$ cat src/rtl/fifo_pkg.sv
// Shared types for the async FIFO read-side output stage.
// State encoding doubles as the buffered word count.
package fifo_pkg;

    typedef enum logic [1:0] {
        EMPTY = 2'd0,
        ONE   = 2'd1,
        TWO   = 2'd2
    } rd_stage_state_t;

    localparam int RD_STAGE_DEPTH = 2;
    localparam int RD_LEVEL_W     = $clog2(RD_STAGE_DEPTH + 1);

    function automatic logic [RD_LEVEL_W-1:0] state_level(
        input rd_stage_state_t s
    );
        logic [RD_LEVEL_W-1:0] l;
        l = '0;
        case (s)
            ONE:     l = RD_LEVEL_W'(1);
            TWO:     l = RD_LEVEL_W'(2);
            default: l = '0;
        endcase
        return l;
    endfunction

endpackage

$ cat src/rtl/fifo_rd_stage.sv
// Read-side output stage: pops the FIFO head into a 2-entry skid buffer.
// Optional synchronous buffer flush port under FIFO_RD_STAGE_FLUSH_EN.
module fifo_rd_stage
    import fifo_pkg::*;
#(
    parameter int DATASIZE = 8
) (
    input  logic                  rclk,
    input  logic                  rrst_n,
`ifdef FIFO_RD_STAGE_FLUSH_EN
    input  logic                  flush,
`endif
    input  logic                  rempty,
    input  logic [DATASIZE-1:0]   rdata,
    output logic                  rinc,
    output logic                  out_valid,
    output logic [DATASIZE-1:0]   out_data,
    input  logic                  out_ready,
    output logic [RD_LEVEL_W-1:0] level
);

    rd_stage_state_t     state_q;
    rd_stage_state_t     state_n;
    logic [DATASIZE-1:0] skid_q;
    logic [DATASIZE-1:0] skid_n;
    logic [DATASIZE-1:0] data_n;
    logic                clr;
    logic                fetch;
    logic                pop;

`ifdef FIFO_RD_STAGE_FLUSH_EN
    assign clr = flush;
`else
    assign clr = 1'b0;
`endif

    // Fetch depends only on registered state and rempty, never out_ready.
    assign fetch = rrst_n & ~rempty & (state_q != TWO) & ~clr;
    assign pop   = out_valid & out_ready & ~clr;
    assign rinc  = fetch;

    always_comb begin
        state_n = state_q;
        data_n  = out_data;
        skid_n  = skid_q;
        case (state_q)
            ONE: begin
                unique case (1'b1)
                    fetch & ~pop: begin
                        state_n = TWO;
                        skid_n  = rdata;
                    end
                    fetch & pop: begin
                        state_n = ONE;
                        data_n  = rdata;
                    end
                    ~fetch & pop: begin
                        state_n = EMPTY;
                    end
                    default: begin
                        state_n = ONE;
                    end
                endcase
            end
            TWO: begin
                if (pop) begin
                    state_n = ONE;
                    data_n  = skid_q;
                end
            end
            default: begin
                // EMPTY and any illegal encoding behave as EMPTY.
                state_n = EMPTY;
                if (fetch) begin
                    state_n = ONE;
                    data_n  = rdata;
                end
            end
        endcase
        if (clr) begin
            state_n = EMPTY;
        end
    end

    always_ff @(posedge rclk or negedge rrst_n) begin
        if (!rrst_n) begin
            state_q   <= EMPTY;
            out_valid <= 1'b0;
            out_data  <= '0;
            skid_q    <= '0;
            level     <= '0;
        end else begin
            state_q   <= state_n;
            out_valid <= (state_n != EMPTY);
            out_data  <= data_n;
            skid_q    <= skid_n;
            level     <= state_level(state_n);
        end
    end

endmodule

$ cat config.mk
export PLATFORM = sky130hd
export DESIGN_NAME = fifo_rd_stage
export DESIGN_NICKNAME = d
export VERILOG_FILES = /design/src/rtl/fifo_pkg.sv /design/src/rtl/fifo_rd_stage.sv
export SDC_FILE = /design/constraint.sdc
export NUM_CORES = 1
export LEC_CHECK = 0
export CAP_MARGIN = 25
export CORE_AREA = 2 2 56 58
export DETAILED_ROUTE_END_ITERATION = 16
export DIE_AREA = 0 0 58 60
export GPL_TIMING_DRIVEN = 0
export PLACE_DENSITY = 0.6
export SYNTH_ARGS = -nofsm -noshare
export SYNTH_HDL_FRONTEND = slang
export SYNTH_SLANG_ARGS = --single-unit
$ cat constraint.sdc
create_clock -name rclk -period 2.02 [get_ports rclk]
set_input_delay 0.606 -clock rclk [delete_from_list [all_inputs] [get_ports rclk]]
set_output_delay 0.606 -clock rclk [all_outputs]
set_load 0.1 [all_outputs]
==> metrics, run 1 <==
max-slew violation count 0; pwr dens 1650 mW/mm^2; Area Growth Syn to Fin 35.4%; NumNets Final 140; Initial Utilization 38.0%; vias in the first global route 875; Final ANT Viol Nets 0; post-synthesis instance total 94; via/cell ratio 5.54; crit path max fanout 9; post-synthesis sequential area ratio 47.7%; Fmax 507 MHz; Arr. time, crit path 2.21 ns; DR vias 869; Die Ht 60 microns; 1st-iter DRT viols 17; placed cell area 0.00140 sq mm; Post-CTS Hold Buffers 0; Clock Skews 0.00487 ns; period utilisation layout 97.6%; hold violation count in the final report 0; Post-Route Utilization 51.4%; Setup CP Type input port to register; Hold Crit Class input port to asynchronous set/reset pin; Area contributors post-synth dfrtp_1, mux2_2, nor3_2, nor3_1, nor4_1; YS warnings 0; final non-filler cell total 157; Setup-failing EPs final 0; wire length per cell 16.1 microns; Num CTS Buffers 3; RSZ-0062 raised after global routing false; num rows 20; ys async rst share 100%; CTS tree done; Syn Area/Cell 11.7 sq um; gr ovfl total 0; Post-synth EDFFs 0; worst-margin pin slew 0.551 ns; Clock transition at path regs 0.12 ns; Ports 24; first-pass GRT wire length 4090 microns; clk root buf clkbuf_4; clock latency on the worst-skew pair 0.31 ns; total global-route track usage 15.7%; antenna violations before repair 0; Critical Path Source Type input port; VDD IR max 1090 uV; Post-Syn Area 0.00110 sq mm; status finished clean; ANT cells 0; CP required 2.25 ns; DIE AREA 0.00348 sq mm; number of max-cap violations 0; Max H-tree Level 1; gpl congestion 0.725; port bufs 23; Worst setup EP type register; Routed WL 2520 microns; max_slew headroom 63.4%; drt first pass iters 4; count of different cell masters after synthesis 24; DP HPWL 1740 microns; Mapped Nets 109; Synth Register Bits 21; clk sinks 21; fin crit period 1.97 ns; CTS max path bufs 2; core area 0.00290 sq mm; final instance area 0.00149 sq mm; Residual DRC 0; post-synth top area cell dfrtp_1; largest net degree at the start of global routing 17; Die X 58 microns; slack of the worst reg-to-reg path 0.14 ns; post-synth top area share 47.7%; worst-case reg-to-reg path depth 10; Post-synth top flop dfrtp_1; placed insts 151; Pleak 0.593 nW; share of cells above drive strength 1 41.9%
-- power by group --
group / internal, mW / leakage (nW) / switching, mW
Combinational: 0.441 / 0.335 / 1.09
Sequential: 0.607 / 0.240 / 0.115
Clock: 0.0740 / 0.0177 / 0.139
-- registers in the layout, indices dropped and copies added (netlist names) --
| register | cells |
|---|---|
| out_data | 8 |
| skid_q | 8 |
| level | 2 |
| state_q | 2 |
| out_valid | 1 |
-- placed cells by master (no fill, tap or decap), types with 3 or more instances in the layout --
cell type,count
nor2_1,3
nor2b_1,3
clkdlybuf4s50_1,9
buf_4,4
inv_1,3
o22ai_1,7
nor3_2,6
nor3_1,11
nor4_1,8
dfrtp_1,20
clkbuf_4,3
clkdlybuf4s15_2,11
mux2_2,8
-- Yosys cell counts, types with 2 or more instances --
| cell type | n |
|---|---|
| a21oi_1 | 2 |
| a22oi_1 | 2 |
| buf_4 | 2 |
| buf_6 | 2 |
| dfrtp_1 | 21 |
| ha_1 | 3 |
| inv_1 | 3 |
| inv_2 | 2 |
| mux2_2 | 8 |
| nand2b_4 | 2 |
| nor2_1 | 3 |
| nor2b_1 | 3 |
| nor3_1 | 11 |
| nor3_2 | 6 |
| nor4_1 | 8 |
| o22ai_1 | 8 |
-- worst paths after layout --
check                      startpoint     endpoint
max                         out_ready  out_data[4]
min reg2reg                 skid_q[0]    skid_q[0]
min                            rrst_n  out_data[4]
max in group asynchronous      rrst_n    skid_q[7]
min in group rclk           skid_q[0]    skid_q[0]
max reg2reg                state_q[1]  out_data[4]
-- stage by stage --
stage | power [mW] | setup WS, ns | setup TNS [ns] | hold WS (ns)
after floorplan | 1.88 | 0.0711 | 0 | 0.310
after global placement | 2.22 | -1.98 | -24.09 | 0.487
after detailed placement | 2.24 | -1.52 | -14.16 | 0.503
after CTS | 2.44 | 0.00132 | 0 | 0.142
after global routing | 2.59 | 0.0107 | 0 | 0.140
final | 2.46 | 0.0477 | 0 | 0.141
-- worst max-delay path, cell delays in order --
cell and delay (ns):
clkdlybuf4s50_1 0.47, nand2_2 0.10, clkinv_4 0.07, ha_2 0.20
nor2b_1 0.06, buf_6 0.14, a21oi_4 0.27, o22ai_2 0.11
nor3_1 0.18
-- cell families after synthesis --
group	after synthesis	share of synthesized area (%)
fa+ha+maj	3	3.41
compound gates	16	11.6
buf+inv	10	5.45
simple gates	36	23.7
flops	21	47.7
mux	8	8.17
-- timing repair --
item | in CTS | in global routing
setup endpoints to repair | 32 | 11
setup buffers | 1 | 1
pin swaps | 0 | 1
resized for setup | 52 | 5
-- cell type report --
class,instances,area [sq um]
fillers,274,1410
multi-input cells,63,538
flip-flops and latches,21,527
repair buffers,26,292
well taps,33,41.3
plain buffers,4,37.5
inverters,6,30.0
clock buffers,3,22.5
clock inverters,1,5.00
-- layer usage --
layer | GRT usage [%] | vias to the layer above | wire (microns)
met2 | 24.7 | 19 | 1130
met1 | 21.6 | 426 | 1230
met3 | 3.03 | 4 | 128
li1 | - | 420 | -
met5 | 0 | - | 0
met4 | 5.98 | 0 | 33
Power figures use the tool's default switching activity.
==> inputs of run 2 (changes only) <==
--- a/config.mk
+++ b/config.mk
@@ -5,12 +5,13 @@
 export SDC_FILE = /design/constraint.sdc
 export NUM_CORES = 1
 export LEC_CHECK = 0
+export ABC_AREA = 0
 export CAP_MARGIN = 25
-export CORE_AREA = 2 2 56 58
+export CORE_AREA = 2 2 41 80
 export DETAILED_ROUTE_END_ITERATION = 16
-export DIE_AREA = 0 0 58 60
+export DIE_AREA = 0 0 43 82
 export GPL_TIMING_DRIVEN = 0
-export PLACE_DENSITY = 0.6
+export PLACE_DENSITY = 0.59
 export SYNTH_ARGS = -nofsm -noshare
 export SYNTH_HDL_FRONTEND = slang
 export SYNTH_SLANG_ARGS = --single-unit
==> run 2 against run 1 <==
  * Non-clock buffer count is 4 higher
  * Combinational power is 5% higher
  * Clock power is 34% higher
  * Critical endpoint is now out_data[6]
  * Largest power group unchanged
==> metrics, run 2 (synthesis results as in run 1) <==
status finished clean; drt first pass iters 4; Worst R2R End out_data[6]; Die X 43 microns; CP required 2.17 ns; FILL cells 271; clk root buf clkbuf_8; Regs by FF count out_data x8, skid_q x8; number of max-cap violations 0; antenna violations before repair 0; DR vias 881; max-slew violation count 0; wire length per cell 16.6 microns; clock latency on the worst-skew pair 0.27 ns; commonest non-fill, non-tap cell in the layout dfrtp_1; most frequent cells in the layout dfrtp_1, nor3_1, clkdlybuf4s15_2, clkdlybuf4s50_1; hold violation count in the final report 0; port bufs 23; Max H-tree Level 1; Die Ht 82 microns; crit path max fanout 6; Clock Skews 0.00261 ns; dpl ws -1.99 ns; total global-route track usage 16.8%; first-pass GRT wire length 4390 microns; fin crit period 1.94 ns; DP HPWL 1820 microns; clk sinks 21; pwr dens 1710 mW/mm^2; Setup-failing EPs final 0; Hold Crit Class input port to asynchronous set/reset pin; Ports 24; VDD IR max 1130 uV; Worst setup EP type register; slack of the worst reg-to-reg path 0.15 ns; Pleak 0.614 nW; Initial Utilization 37.5%; worst-margin pin slew 0.554 ns; num rows 28; 1st-iter DRT viols 17; DIE AREA 0.00353 sq mm; gr ovfl total 0; Area Growth Syn to Fin 38.5%; Fmax 516 MHz; core area 0.00294 sq mm; CTS max path bufs 2; CTS tree done; Num CTS Buffers 3; placed insts 147; Routed WL 2630 microns; share of cells above drive strength 1 44.5%; Final ANT Viol Nets 0; NumNets Final 144; gpl congestion 0.750; final non-filler cell total 158; Final Worst Setup Slack 0.0809 ns; total power 2.61 mW; largest net degree at the start of global routing 24; Setup CP Type input port to register; Residual DRC 0; Arr. time, crit path 2.09 ns; via/cell ratio 5.58; Clock transition at path regs 0.08 ns; vias in the first global route 949; Critical Path Source Type input port; period utilisation layout 96.0%; max_slew headroom 63.3%; ANT cells 0; worst-case reg-to-reg path depth 12; Critical R2R Launch state_q[0]
-- run 2: cell count changes in the layout (fill, tap and decap cells not counted), sizes merged --
cell,before,now
buf,9,13
clkbuf,3,4
clkdlybuf4s15,12,11
-- run 2: per-layer routing --
metal  up-vias  part of all wire (%)  track usage (%)
met1       433                    41             19.7
met3         5                   3.4             2.20
met4         0                   1.9             10.3
met5         -                     0                0
li1        418                     -                -
met2        25                    54             28.5
-- run 2: cell type report --
cell class	instances	area (sq um)	share of cell area [%]
buffer	4	37.5	2.46
clock buffer	3	41.3	2.70
clock inverter	1	5.00	0.328
inverter	6	30.0	1.97
multi-input combinational	63	538	35.2
sequential	21	527	34.5
tap	30	37.5	2.46
timing repair buffer	30	310	20.3
-- run 2: worst max-delay path, cell delays in order --
cell and delay, ns:
clkdlybuf4s50_1 0.41, nand2_2 0.13, clkinv_4 0.08, ha_4 0.17, nor2b_1 0.14, buf_6 0.14
a21oi_4 0.05, buf_6 0.13, o22ai_1 0.18, nor3_2 0.05
-- run 2: worst max-delay path by stage --
stage,startpoint,end,slack [ns],depth (start not counted)
2_1_floorplan,out_valid,out_data[0],0.07,8
3_3_place_gp,rrst_n,rinc,-1.93,5
3_5_place_dp,rrst_n,rinc,-1.99,5
4_1_cts,rempty,rinc,0.005,5
5_1_grt,state_q[0],out_data[7],-0.003,12
6_report,out_ready,out_data[6],0.08,10
-- run 2: timing repair --
| action | CTS | global route |
|---|---|---|
| setup buffers | 3 | 4 |
| resized for setup | 58 | 3 |
| pin swaps | 2 | 0 |
| hold buffers | 0 | 0 |
| setup endpoints to repair | 33 | 6 |
-- run 2: through the flow --
stage          setup TNS, ns  cell area [sq um]  utilization [%]  hold WS (ns)
2_1_floorplan              0               1100                -         0.310
3_3_place_gp          -22.87               1370             46.6         0.488
6_report                   0               1530             51.9         0.173
5_1_grt             -0.00341               1530             51.9         0.180
3_5_place_dp          -24.74               1370             46.6         0.494
4_1_cts                    0               1490             50.7         0.182
-- run 2: power by group --
part           internal, mW  leakage [nW]  switching, mW
clock                 0.138        0.0255          0.148
combinational         0.489         0.349           1.11
sequential            0.608         0.240          0.110
==> inputs of run 3 (changes only) <==
--- a/config.mk
+++ b/config.mk
@@ -7,11 +7,12 @@
 export LEC_CHECK = 0
 export ABC_AREA = 0
 export CAP_MARGIN = 25
-export CORE_AREA = 2 2 41 80
+export CORE_AREA = 2 2 52 103
+export CTS_CLUSTER_DIAMETER = 40
 export DETAILED_ROUTE_END_ITERATION = 16
-export DIE_AREA = 0 0 43 82
+export DIE_AREA = 0 0 54 105
 export GPL_TIMING_DRIVEN = 0
-export PLACE_DENSITY = 0.59
+export PLACE_DENSITY = 0.39
 export SYNTH_ARGS = -nofsm -noshare
 export SYNTH_HDL_FRONTEND = slang
 export SYNTH_SLANG_ARGS = --single-unit
==> constraint.sdc (replaced) <==
create_clock -name rclk -period 2.3 [get_ports rclk]
set_input_delay 0.69 -clock rclk [delete_from_list [all_inputs] [get_ports rclk]]
set_output_delay 0.69 -clock rclk [all_outputs]
set_load 0.1 [all_outputs]
==> run 3 against run 2 <==
  * Flip-flop and latch count is the same
  * Global-route usage shrank 5.0 points
  * Utilization shrank 21 points
  * Critical path depth shrank 5
  * Count of clock-buffer cells in the layout is the same
  * Clock skew is essentially flat
  * Worst hold slack gained 0.055 ns
  * Clock power shrank 13%
  * Worst setup slack gained 0.0074 ns
  * Critical endpoint is now rinc
==> metrics, run 3 (synthesis results as in run 1) <==
Final ANT Viol Nets 0; DR vias 873; cell chain of the critical path dlygate4sd2_1 > nand2b_4 > nand2b_4 > inv_4 > buf_12; met2 routed WL 1600 microns; setup TNS 0 ns; Ports 24; met3 WL 139 microns; Crit-path slowest cell dlygate4sd2_1; Num CTS Buffers 3; Clock transition at path regs 0.08 ns; Setup CP Type input port to output port; Die X 54 microns; fin crit period 2.21 ns; worst-margin pin slew 0.966 ns; Critical Path Source Type input port; clk root buf clkbuf_8; gr ovfl total 0; placed insts 175; crit path max fanout 4; max-slew violation count 0; Setup-failing EPs final 0; hold violation count in the final report 0; Post-CTS Hold Buffers 0; Routed WL 2910 microns; VDD IR max 856 uV; DP HPWL 2060 microns; Multi-input gate area 517 sq um; most used cell, CP nand2b_4; first-pass GRT wire length 4780 microns; Hold Crit Class input port to asynchronous set/reset pin; worst hold margin 0.228 ns; final instance area 0.00150 sq mm; Arr. time, crit path 1.52 ns; CTS max path bufs 2; largest net degree at the start of global routing 19; DR top layer met4; Die Ht 105 microns; Clock Skews 0.00215 ns; Critical R2R Launch state_q[0]; core area 0.00486 sq mm; via/cell ratio 4.82; ANT cells 0; Fmax 452 MHz; NumNets Final 140; pwr dens 1480 mW/mm^2; Pleak 0.603 nW; share of cells above drive strength 1 29.8%; number of max-cap violations 0; RSZ-0062 raised after global routing false; clock latency on the worst-skew pair 0.26 ns; period utilisation layout 96.2%; Residual DRC 0; drt first pass iters 4; CTS tree done; status finished clean; Max H-tree Level 1; total global-route track usage 11.8%; register area 526 sq um; antenna violations before repair 0; crit-path max cell delay 0.25 ns; Worst Setup SP rempty; DIE AREA 0.00567 sq mm; Area Growth Syn to Fin 36.3%; Initial Utilization 22.7%; clk sinks 21; Crit path buffers/inverters 3; gpl congestion 0.702; wire length per cell 16.0 microns; vias in the first global route 971; Worst setup EP type output port; port bufs 23; most frequent cells in the layout dfrtp_1, dlygate4sd2_1, nor3_1, clkdlybuf4s50_1; placed cell area 0.00143 sq mm; CP required 1.61 ns; final non-filler cell total 181; FILL cells 528; num rows 36; WL met1 1100 microns; CP delay by family, top buffers and inverters; commonest non-fill, non-tap cell in the layout dfrtp_1; slack of the worst reg-to-reg path 0.36 ns; 1st-iter DRT viols 11; Regs by FF count out_data x8, skid_q x8; max_slew headroom 35.8%
-- run 3: cell types whose count changed in the layout (fill, tap and decap cells not counted), sizes merged --
cell           previous run  this run
inv                       5         6
clkbuf                    4         3
clkdlybuf4s15            11         0
buf                      13         9
clkinv                    2         1
dlygate4sd2               0        12
-- run 3: routing by layer --
| layer | track usage [%] | vias up |
|---|---|---|
| met3 | 2.43 | 8 |
| met2 | 20.2 | 27 |
| li1 | - | 414 |
| met1 | 12.8 | 424 |
| met4 | 5.89 | 0 |
| met5 | 0 | - |
-- run 3: where the power goes --
group / switching, mW / internal (mW) / total, mW / leakage (nW)
combinational: 0.974 / 0.376 / 1.35 / 0.336
sequential: 0.0955 / 0.533 / 0.628 / 0.241
clock: 0.127 / 0.121 / 0.248 / 0.0255
total: 1.20 / 1.03 / 2.23 / 0.603
-- run 3: final timing paths --
kind                                    end  cells after the start
worst max-delay path                   rinc                      5
worst min-delay path            out_data[1]                      1
worst max register to register  out_data[2]                     12
worst min register to register    skid_q[0]                      1
max in group asynchronous         skid_q[2]                      2
min in group rclk                 skid_q[0]                      1
-- run 3: area by class of cell --
| type | instances | area share, % |
|---|---|---|
| well taps | 57 | 4.75 |
| clock inverters | 1 | 0.333 |
| flip-flops and latches | 21 | 35.0 |
| multi-input cells | 63 | 34.4 |
| clock buffers | 3 | 2.75 |
| plain buffers | 4 | 2.50 |
| inverters | 6 | 1.83 |
| repair buffers | 26 | 18.5 |
-- run 3: what timing repair did --
item                                    4_1_cts  5_1_grt
endpoints found under the setup margin       32        2
buffers inserted                              2        0
gates cloned                                  0        0
resized for setup                            28        3
-- run 3: metrics by stage --
| stage | power, mW | worst slack [ns] | util [%] |
|---|---|---|---|
| global placement | 1.98 | -1.92 | 28.9 |
| floorplan | 1.65 | 0.106 | - |
| finish | 2.23 | 0.0882 | 30.9 |
| detailed placement | 2.00 | -1.49 | 29.4 |
| CTS | 2.26 | 0.00145 | 30.8 |
| global route | 2.35 | 0.0314 | 30.9 |
